`src/rtl/uart_tx_module_pkg.sv`:
```
// Shared constants, state encoding and parity helpers for the UART transmitter.
package uart_tx_module_pkg;

  localparam int unsigned BPS_DIV_9600   = 5208;
  localparam int unsigned BPS_DIV_115200 = 434;

  localparam int unsigned PARITY_NONE = 0;
  localparam int unsigned PARITY_EVEN = 1;
  localparam int unsigned PARITY_ODD  = 2;

  typedef enum logic [2:0] {
    StIdle   = 3'd0,
    StStart  = 3'd1,
    StData   = 3'd2,
    StParity = 3'd3,
    StStop   = 3'd4
  } tx_state_e;

  function automatic logic parity_en(input int unsigned mode);
    return (mode == PARITY_EVEN) || (mode == PARITY_ODD);
  endfunction

  function automatic logic parity_bit(input int unsigned mode, input logic [7:0] data);
    return (mode == PARITY_ODD) ? ~(^data) : ^data;
  endfunction

endpackage

```
`src/rtl/uart_tx_module_bps.sv`:
```
// Bit-period counter: runs 0..BPS_DIV-1 while enabled and strobes on the last count.
module tx_bps_module #(
  parameter int unsigned BPS_DIV = 5208
) (
  input  logic CLK,
  input  logic RSTn,
  input  logic Count_Sig,
  output logic BPS_CLK
);

  localparam logic [12:0] CntMax = 13'(BPS_DIV - 1);

  logic [12:0] cnt_q, cnt_d;

  always_comb begin
    cnt_d = cnt_q;
    if (!Count_Sig) begin
      cnt_d = 13'd0;
    end else if (cnt_q == CntMax) begin
      cnt_d = 13'd0;
    end else begin
      cnt_d = cnt_q + 13'd1;
    end
  end

  always_ff @(posedge CLK or negedge RSTn) begin
    if (!RSTn) begin
      cnt_q <= 13'd0;
    end else begin
      cnt_q <= cnt_d;
    end
  end

  assign BPS_CLK = Count_Sig && (cnt_q == CntMax);

endmodule

```
`src/rtl/uart_tx_module.sv`:
```
// UART transmitter: start bit, 8 data bits LSB first, optional parity, 1 or 2 stop bits.
module uart_tx_module
  import uart_tx_module_pkg::*;
#(
  parameter int unsigned BPS_DIV     = BPS_DIV_9600,
  parameter int unsigned PARITY_MODE = PARITY_NONE,
  parameter int unsigned STOP_BITS   = 1
) (
  input  logic       CLK,
  input  logic       RSTn,
  input  logic       En_Sig,
  input  logic [7:0] TX_Data,
  output logic       TX_Pin_Out,
  output logic       Busy_Sig,
  output logic       Done_Sig
);

  localparam logic ParEn    = parity_en(PARITY_MODE);
  localparam logic StopLast = (STOP_BITS == 2) ? 1'b1 : 1'b0;

  tx_state_e  state_q, state_d;
  logic [7:0] shift_q, shift_d;
  logic [2:0] idx_q, idx_d;
  logic       par_q, par_d;
  logic       stop_q, stop_d;
  logic       tx_q, tx_d;
  logic       busy_q, busy_d;
  logic       done_q, done_d;
  logic       bps_clk;

  tx_bps_module #(
    .BPS_DIV(BPS_DIV)
  ) u_bps (
    .CLK      (CLK),
    .RSTn     (RSTn),
    .Count_Sig(busy_q),
    .BPS_CLK  (bps_clk)
  );

  // tx_d is the level for the bit being entered, so the line changes on the same edge as state.
  always_comb begin
    state_d = state_q;
    shift_d = shift_q;
    idx_d   = idx_q;
    par_d   = par_q;
    stop_d  = stop_q;
    tx_d    = tx_q;
    busy_d  = busy_q;
    done_d  = 1'b0;
    unique case (state_q)
      StIdle: begin
        tx_d   = 1'b1;
        busy_d = 1'b0;
        if (En_Sig) begin
          shift_d = TX_Data;
          par_d   = parity_bit(PARITY_MODE, TX_Data);
          idx_d   = 3'd0;
          stop_d  = 1'b0;
          state_d = StStart;
          busy_d  = 1'b1;
          tx_d    = 1'b0;
        end
      end
      StStart: begin
        if (bps_clk) begin
          state_d = StData;
          idx_d   = 3'd0;
          tx_d    = shift_q[0];
        end
      end
      StData: begin
        if (bps_clk) begin
          shift_d = shift_q >> 1;
          idx_d   = idx_q + 3'd1;
          if (idx_q == 3'd7) begin
            if (ParEn) begin
              state_d = StParity;
              tx_d    = par_q;
            end else begin
              state_d = StStop;
              tx_d    = 1'b1;
            end
          end else begin
            tx_d = shift_q[1];
          end
        end
      end
      StParity: begin
        if (bps_clk) begin
          state_d = StStop;
          tx_d    = 1'b1;
        end
      end
      StStop: begin
        tx_d = 1'b1;
        if (bps_clk) begin
          if (stop_q == StopLast) begin
            state_d = StIdle;
            busy_d  = 1'b0;
            done_d  = 1'b1;
          end else begin
            stop_d = 1'b1;
          end
        end
      end
      default: begin
        state_d = StIdle;
        tx_d    = 1'b1;
        busy_d  = 1'b0;
      end
    endcase
  end

  always_ff @(posedge CLK or negedge RSTn) begin
    if (!RSTn) begin
      state_q <= StIdle;
      shift_q <= 8'd0;
      idx_q   <= 3'd0;
      par_q   <= 1'b0;
      stop_q  <= 1'b0;
      tx_q    <= 1'b1;
      busy_q  <= 1'b0;
      done_q  <= 1'b0;
    end else begin
      state_q <= state_d;
      shift_q <= shift_d;
      idx_q   <= idx_d;
      par_q   <= par_d;
      stop_q  <= stop_d;
      tx_q    <= tx_d;
      busy_q  <= busy_d;
      done_q  <= done_d;
    end
  end

  assign TX_Pin_Out = tx_q;
  assign Busy_Sig   = busy_q;
  assign Done_Sig   = done_q;

endmodule

```
`config.mk`:
```
export PLATFORM = sky130hd
export DESIGN_NAME = uart_tx_module
export DESIGN_NICKNAME = d
export VERILOG_FILES = /design/src/rtl/uart_tx_module_pkg.sv /design/src/rtl/uart_tx_module_bps.sv /design/src/rtl/uart_tx_module.sv
export SDC_FILE = /design/constraint.sdc
export NUM_CORES = 1
export LEC_CHECK = 0
export ABC_AREA = 1
export BUFFER_PORTS_ARGS = -buffer_cell sky130_fd_sc_hd__buf_4
export CAP_MARGIN = 20
export CORE_MARGIN = 1.5
export CORE_UTILIZATION = 25
export CTS_CLUSTER_SIZE = 40
export DETAILED_ROUTE_END_ITERATION = 7
export GPL_ROUTABILITY_DRIVEN = 0
export SETUP_SLACK_MARGIN = 0.3
export SLEW_MARGIN = 20
export SYNTH_ARGS = -nofsm -noshare
export SYNTH_HDL_FRONTEND = slang
export SYNTH_SLANG_ARGS = --single-unit
export TNS_END_PERCENT = 10
```
`constraint.sdc`:
```
create_clock -name CLK -period 1.9 [get_ports CLK]
set_input_delay 0.285 -clock CLK [delete_from_list [all_inputs] [get_ports CLK]]
set_output_delay 0.285 -clock CLK [all_outputs]
set_load 0.005 [all_outputs]
```
After elaboration in Yosys (flattened, before gate mapping). Index checks and enable logic that the tools add are counted. W data, S select, Z words.

Word-level logic and storage cells: 70. Bits in registers: 31.

Eq/ne operators: 13. $add $sub $neg: 2. Reduce and logical (&&, ||, !) cells: 12. Bitwise logic cells: 1. Multiplexer cells: 34.

Operators by type and width (count): $mux W3 (10); $mux W13 (2); $mux W8 (2); $pmux W8 S2 (1); $pmux W3 S5 (1); $mux W1 (14); $ne A2 B2 Y1 const B (7); $add A13 B1 Y13 const B (1); $eq A13 B13 Y1 const B (1); $reduce_and A3 Y1 (4); $pmux W3 S3 (1); $reduce_and A7 Y1 (1); $eq A3 B2 Y1 const B (2); $eq A3 B3 Y1 const B (2); $pmux W1 S4 (1); $reduce_and A4 Y1 (1); $reduce_bool A2 Y1 (2); $add A3 B1 Y3 const B (1); $eq A3 B1 Y1 const B (1); $logic_not A3 Y1 (1); $pmux W1 S3 (1); $reduce_bool A3 Y1 (1); $reduce_or A3 Y1 (1); $pmux W1 S2 (1); other kinds (2) (2).

Depth between registers and ports, before layout. Gate-level depths: netlist of the first run.

Depth after elaboration: 4. Depth in mapped cells: 10.

By module. From an unflattened synthesis of the first run, not the netlist that was laid out.

Cells, all modules: 216. Area total of the unflattened synthesis: 1717.9 µm².

Modules (own cells, without submodules): uart_tx_module (times used 1, cells each 120, sequential area each 426.7 µm², area each 968.4 µm²); tx_bps_module (times used 1, cells each 96, sequential area each 325.3 µm², area each 749.5 µm²).

Least setup slack after synthesis of the first run. No wires, ideal clock.

Path type: register to register. From: reg u_bps.cnt_q[0]. To: reg shift_q[2]. Cell stages (with the launch flop): 10. Data arrival time: 1.349 ns. Path slack: 0.425 ns. Path buffers: 1. Cell sequence: dfrtp_1 > ha_1 > nand2_1 > inv_1 > nand2_1 > nor2_4 > nand3_4 > o21ai_4 > buf_6 > o21ai_0.

Longest elaborated chain between the ends: 4.

Ends and longest elaborated chain: from (decl) (RTL line uart_tx_module_bps.sv:13) `logic [12:0] cnt_q, cnt_d;`; from (signal assigned) (RTL line uart_tx_module_bps.sv:30) `cnt_q <= cnt_d;`; $eq A13 B13 Y1 (RTL line uart_tx_module_bps.sv:34) `assign BPS_CLK = Count_Sig && (cnt_q == CntMax);`; $logic_and A1 B1 Y1 (RTL line uart_tx_module_bps.sv:34); $ne A2 B2 Y1 (no source line); $reduce_and A3 Y1 (no source line); to (signal assigned) (RTL line uart_tx_module.sv:126) `shift_q <= shift_d;`; to (decl) (RTL line uart_tx_module.sv:22) `logic [7:0] shift_q, shift_d;`.

No other way between the ends. A chain may end at the register's enable or synchronous reset.

Worst setup path after layout of the first run.
From: reg u_bps.cnt_q[0]. To: reg idx_q[2].

Longest elaborated chain between the ends: 4.

Ends and longest elaborated chain: $eq A13 B13 Y1 (*) (RTL line uart_tx_module_bps.sv:34); $logic_and A1 B1 Y1 (*) (RTL line uart_tx_module_bps.sv:34); $ne A2 B2 Y1 (no source line); $reduce_and A4 Y1 (no source line) (*); to (signal assigned) (RTL line uart_tx_module.sv:127) `idx_q <= idx_d;`; to (decl) (RTL line uart_tx_module.sv:23) `logic [2:0] idx_q, idx_d;`.

Mark *: on every way between the ends. The rest lies on a longest branch, timed or not.

==> flow_summary.json, run 1 <==
{
  "outcome": "finished clean",
  "finalPower_uw": 1190,
  "antenna_found_initial": 0,
  "r2r_start": "u_bps.cnt_q[0]$_DFF_PN0_",
  "criticalPathCategory": "flop to flop",
  "drcViolationCount": 0,
  "synth_cells": 197,
  "fmax_ghz": 0.621,
  "syn_avg_cell_area_um2": 8.08,
  "synth-seq-cells": 30,
  "switching_share_pct": 20.3,
  "holdPathStages": 3,
  "cts_tree": "built",
  "drt_iter0_drc": 105,
  "register_area_um2": 752,
  "final.min_clock_period_ps": 1610,
  "powerDensity_nw_per_um2": 616,
  "cts_buffer_depth": 2,
  "max_slew.worst_pin.slew_ps": 430,
  "rows": 28,
  "finalSetupViolCount": 0,
  "cap_violations": 0,
  "nFillCells": 655,
  "finalWirelength_um": 2920,
  "grt_max_degree": 31,
  "synth_cell_types": 28,
  "synth_nets": 211,
  "clock_latency_ps": 270,
  "p_sw_uw": 241,
  "dp_hpwl_um": 2090,
  "htree_levels": 2,
  "cts_root_buf": "clkbuf_8",
  "synthFlopType": "dfrtp_1",
  "die_w_um": 82.8,
  "r2r_end": "idx_q[2]$_DFFE_PN0P_",
  "dr.pass1.iters": 4,
  "async_flop_share_pct": 100,
  "layout-drive-gt1-share_pct": 21.2,
  "grt_usage_pct": 10.1,
  "reg2reg_depth": 10,
  "area_growth_syn_to_layout_pct": 21.4,
  "rsz0062_at_grt": "yes",
  "power.share.sequential_pct": 53.7,
  "io_pins": 14,
  "grt_pass1_wl_um": 5200,
  "hold_violations": 0,
  "hold_class": "primary input to flop",
  "pwr-share-clk_pct": 43.2,
  "maxSlewHeadroom_pct": 71.1,
  "cp.required_ps": 2070,
  "die_h_um": 82.8,
  "antenna_cells": 0,
  "r2r_slack_ps": 290,
  "path_clk_slew_ps": 60,
  "combPwrFrac_pct": 3.0,
  "startpoint": "u_bps.cnt_q[0]$_DFF_PN0_",
  "irDropWorstVdd_uv": 245,
  "min_to": "shift_q[7]$_DFFE_PN0P_",
  "whs_ps": 239,
  "post-route-period-util_pct": 84.8,
  "leakage_uw": 0.000947,
  "grt_overflow": 0,
  "cp-start-kind": "flop",
  "grt_pass1_vias": 1203,
  "arrival_ps": 1780,
  "routed_via_density": 4.26,
  "cts.sinks": 30,
  "core_um2": 6030,
  "finalMaxSlewViolations": 0,
  "nets": 235,
  "detailroute.via_count": 1264,
  "multi_input_area_um2": 744,
  "hold_path_startpoint": "TX_Data[7]",
  "endpoint_kind": "flop",
  "post_drt_wl_per_cell_um": 9.84,
  "critical_path.max_fanout": 7,
  "syn-cell-area_um2": 1590,
  "antenna_left": 0,
  "dieArea_um2": 6850,
  "start_util_pct": 26.4,
  "synth_edf_count": 0,
  "p_int_uw": 948,
  "portBuffers": 13,
  "numCtsBuffers": 5,
  "fin_setup_tns_ps": 0,
  "synth-warning-count": 0,
  "synth_seq_area_share_pct": 47.2,
  "worst_clock_skew_ps": 6.52
}
worst max-delay path by stage:
stage | endpoint | slack (ps) | cells past startpoint
CTS | shift_q[1]$_DFFE_PN0P_ | 300 | 10
floorplan | shift_q[2]$_DFFE_PN0P_ | 420 | 9
finish | idx_q[2]$_DFFE_PN0P_ | 290 | 10
detailed placement | shift_q[1]$_DFFE_PN0P_ | 280 | 10
global route | idx_q[1]$_DFFE_PN0P_ | 120 | 10
global placement | shift_q[2]$_DFFE_PN0P_ | 330 | 9
layer usage:
layer | track usage (%) | share of wire, % | vias up
met4 | 4.50 | 1.4 | 0
met5 | 0 | 0 | -
li1 | - | - | 677
met1 | 13.4 | 51 | 568
met3 | 3.50 | 3.3 | 2
met2 | 14.7 | 44 | 17
power by group through the flow:
stage | sequential [uW] | combinational, uW | clock (uW)
floorplan | 651 | 5.89 | 0
global placement | 651 | 35.8 | 0
detailed placement | 651 | 36.0 | 0
CTS | 639 | 37.6 | 536
global route | 638 | 41.6 | 567
finish | 639 | 35.8 | 514
logic make-up (layout without fill, tap and decap cells):
logic type | count (synthesis) | count (layout) | share of synthesized area [%]
flip-flops | 30 | 30 | 47.2
AND/OR/NAND/NOR | 103 | 103 | 29.0
buffers and inverters | 28 | 53 | 7.15
XOR/XNOR | 4 | 4 | 2.20
multiplexers | 1 | 1 | 0.707
adder cells (fa/ha/maj) | 3 | 3 | 2.36
AO/OA/AOI/OAI | 28 | 28 | 11.3
Yosys cell counts (2+ instances only):
cell | number | area, um2
nor3b_1 | 2 | 15.0
xor2_1 | 4 | 35.0
o21ai_0 | 15 | 75.1
nand2_1 | 51 | 191
nor2_4 | 2 | 22.5
a21oi_1 | 5 | 25.0
nand3_1 | 12 | 60.1
nor2_1 | 24 | 90.1
dfrtp_1 | 29 | 726
ha_1 | 3 | 37.5
nor3_1 | 7 | 35.0
inv_2 | 2 | 7.51
inv_1 | 24 | 90.1
o21ai_2 | 3 | 26.3
registers in the layout, summed over array words and instances, names as in the netlist:
name         flops
Busy_Sig         1
Done_Sig         1
TX_Pin_Out       1
idx_q            3
shift_q          8
state_q          3
u_bps.cnt_q     13
critical path, cell delays in order, from the launching register on:
cell and delay, ps:
dfrtp_1 370, ha_2 200, nand2_2 60, inv_2 60
nand2_2 60, nor2_4 130, nand3_4 140, a21oi_4 280
nand2_2 100, nand2_1 70, nand2_1 40
final cells by class:
cell class,instances,area share (%)
inverter,26,5.05
timing repair buffer,19,7.90
sequential,30,38.9
clock buffer,7,4.47
multi-input combinational,139,38.5
tap,75,4.86
clock inverter,1,0.259
cell usage in the layout, fill, tap and decap left out, drive strengths merged:
master | netlist | layout
a21oi | 6 | 6
a31oi | 1 | 1
buf | 2 | 18
clkbuf | 0 | 7
clkinv | 0 | 1
dfrtp | 29 | 29
dfstp | 1 | 1
dlygate4sd3 | 0 | 1
ha | 3 | 3
inv | 26 | 26
mux2 | 1 | 1
nand2 | 52 | 52
nand3 | 14 | 14
nand3b | 1 | 1
nor2 | 26 | 26
nor3 | 7 | 7
nor3b | 2 | 2
o21a | 1 | 1
o21ai | 19 | 19
o21bai | 1 | 1
or2 | 1 | 1
xor2 | 4 | 4
through the flow:
stage	cell area [um2]	setup WS [ps]	util [%]	instances
floorplan	1590	425	-	197
CTS	1890	301	31.3	294
finish	1930	289	32.1	297
detailed placement	1780	278	29.6	285
global route	1930	123	32.1	297
global placement	1780	328	29.6	285
what timing repair did:
action	CTS	global route
setup buffers	0	3
pin swaps	0	4
endpoints found under the hold margin	29	0
resized for setup	1	9
endpoints found under the setup margin	8	20
hold buffers	1	0
Note: power is estimated with default switching activity, not from simulation.
==> run 2: changes to the inputs <==
==> constraint.sdc (replaced) <==
create_clock -name CLK -period 1.49 [get_ports CLK]
set_input_delay 0.2235 -clock CLK [delete_from_list [all_inputs] [get_ports CLK]]
set_output_delay 0.2235 -clock CLK [all_outputs]
set_load 0.005 [all_outputs]
==> run 2 against run 1 <==
The flow now finishes with violations (setup timing). Routed wire length up 11%. Hold slack worse by 70 ps. Cell area up 12%. Largest cell class is now multi-input combinational cells.
==> flow_summary.json, run 2 (same netlist as run 1, synthesis figures left out) <==
{
  "outcome": "finished, violations left",
  "violations": "setup timing",
  "grt_overflow": 0,
  "portBuffers": 13,
  "fmax_ghz": 0.628,
  "drt_iter0_drc": 78,
  "hold_path_startpoint": "TX_Data[7]",
  "path_clk_slew_ps": 60,
  "finalInstanceArea_um2": 2170,
  "cpMostUsedCell": "nand2_2",
  "htree_levels": 2,
  "largest_register": "u_bps.cnt_q",
  "final.min_clock_period_ps": 1590,
  "hold_violations": 0,
  "finalWirelength_um": 3230,
  "largest_register_ffs": 13,
  "cts_tree": "built",
  "endpoint_kind": "flop",
  "grt_pass1_vias": 1358,
  "drcViolationCount": 0,
  "grt_max_degree": 31,
  "area_growth_syn_to_layout_pct": 36.5,
  "antenna_left": 0,
  "irDropWorstVdd_uv": 331,
  "min_to": "shift_q[7]$_DFFE_PN0P_",
  "place_area_um2": 1960,
  "layout-drive-gt1-share_pct": 33.6,
  "die_w_um": 82.8,
  "grt_usage_pct": 11.4,
  "post_drt_wl_per_cell_um": 10.1,
  "layout_commonest_cell": "nand2_1",
  "register_area_um2": 753,
  "clock_latency_ps": 280,
  "maxSlewHeadroom_pct": 73.5,
  "reg2reg_depth": 10,
  "r2r_start": "u_bps.cnt_q[0]$_DFF_PN0_",
  "cp.required_ps": 1710,
  "crit_chain": "ha_2 > nand2_2 > inv_2 > nand2_2 > nor2_4 > nand3_4 > a21oi_4 > buf_4 > nand3_1 > nand2_1",
  "worst_clock_skew_ps": 7.35,
  "io_pins": 14,
  "arrival_ps": 1810,
  "path_buf_inv": 2,
  "cpPeakStageDelay_ps": 350,
  "critPathTopFamily": "simple AND/OR/NAND/NOR gates",
  "powerDensity_nw_per_um2": 707,
  "dp_hpwl_um": 2290,
  "multi_input_area_um2": 800,
  "dieArea_um2": 6850,
  "max_slew.worst_pin.slew_ps": 398,
  "finalMaxSlewViolations": 0,
  "r2r_slack_ps": -100,
  "r2r_end": "state_q[1]$_DFFE_PN0P_",
  "grt_pass1_wl_um": 5890,
  "rsz0062_at_grt": "yes",
  "critical_path.max_fanout": 6,
  "place_ws_ps": -84.9,
  "holdPathStages": 3,
  "die_h_um": 82.8,
  "final_cell_mix": "nand2_1, buf_4, dfrtp_1, inv_1, nor2_1",
  "post-route-period-util_pct": 107,
  "cts_buffer_depth": 2,
  "dr.pass1.iters": 4,
  "cp-start-kind": "flop",
  "leakage_uw": 0.00107,
  "finalSetupViolCount": 14,
  "criticalPathCategory": "flop to flop",
  "cap_violations": 0,
  "rows": 28,
  "setup_ws_ps": -103,
  "start_util_pct": 26.4,
  "cts_root_buf": "clkbuf_8",
  "nets": 257,
  "core_um2": 6030,
  "finalPower_uw": 1540,
  "antenna_found_initial": 0,
  "detailroute.via_count": 1374,
  "cp_slowest_cell": "dfrtp_1",
  "antenna_cells": 0,
  "cts.sinks": 30,
  "hold_class": "primary input to flop",
  "largestRegisters": "u_bps.cnt_q (13), shift_q (8)",
  "numCtsBuffers": 5,
  "routed_via_density": 4.31,
  "nFillCells": 634
}
-- run 2: cell type report --
class	count	share of cell area [%]
well taps	75	4.32
multi-input cells	139	36.8
inverters	26	4.49
flip-flops and latches	30	34.7
clock buffers	8	4.15
repair buffers	41	15.6
-- run 2: what timing repair did --
| action | CTS | global route |
|---|---|---|
| endpoints found under the setup margin | 29 | 30 |
| cloned | 0 | 0 |
| pin swaps | 1 | 11 |
| resized for setup | 8 | 23 |
| setup buffers | 0 | 3 |
| endpoints found under the hold margin | 29 | 0 |
| hold buffers | 1 | 0 |
-- run 2: routing by layer --
metal	track usage [%]	vias up	part of all wire, %	wire length [um]
li1	-	719	-	-
met1	14.2	631	47	1520
met2	18.4	18	47	1530
met3	2.62	6	3.7	119
met4	5.50	0	2.1	68
met5	0	-	0	0
-- run 2: worst max-delay path by stage --
stage                        startpoint                endpoint  slack (ps)  cells after the start
6_report       u_bps.cnt_q[0]$_DFF_PN0_  state_q[1]$_DFFE_PN0P_        -100                     10
5_1_grt        u_bps.cnt_q[1]$_DFF_PN0_    idx_q[0]$_DFFE_PN0P_        -250                     10
4_1_cts        u_bps.cnt_q[0]$_DFF_PN0_  shift_q[3]$_DFFE_PN0P_         -60                     10
3_5_place_dp   u_bps.cnt_q[0]$_DFF_PN0_  state_q[0]$_DFFE_PN0P_         -80                     10
3_3_place_gp   u_bps.cnt_q[0]$_DFF_PN0_    Busy_Sig$_DFFE_PN0P_          -7                     11
2_1_floorplan  u_bps.cnt_q[0]$_DFF_PN0_  shift_q[2]$_DFFE_PN0P_          10                      9
-- run 2: power breakdown --
group / switching, uW / internal, uW / leakage, uW
Sequential: 0 / 815 / 0.000359
Combinational: 24.3 / 22.6 / 0.000665
Clock: 298 / 376 / 0.0000455
Total: 323 / 1210 / 0.00107
-- run 2: worst reg2reg max path: cells and delay by family, from the launching register on --
kind            cells  cell delay [ps]
compound gates      1              270
fa+ha+maj           1              190
buf+inv             2              210
simple gates        6              520
flops               1              350
-- run 2: stage by stage --
step | hold slack (ps) | utilization (%) | std cells | setup TNS (ps)
final | 168 | 36.0 | 319 | -710
after global routing | 181 | 36.0 | 319 | -3040
after CTS | 166 | 34.7 | 316 | -594
after detailed placement | 185 | 32.5 | 307 | -469
after global placement | 180 | 32.5 | 307 | -7.09
after floorplan | -72.1 | - | 197 | 0
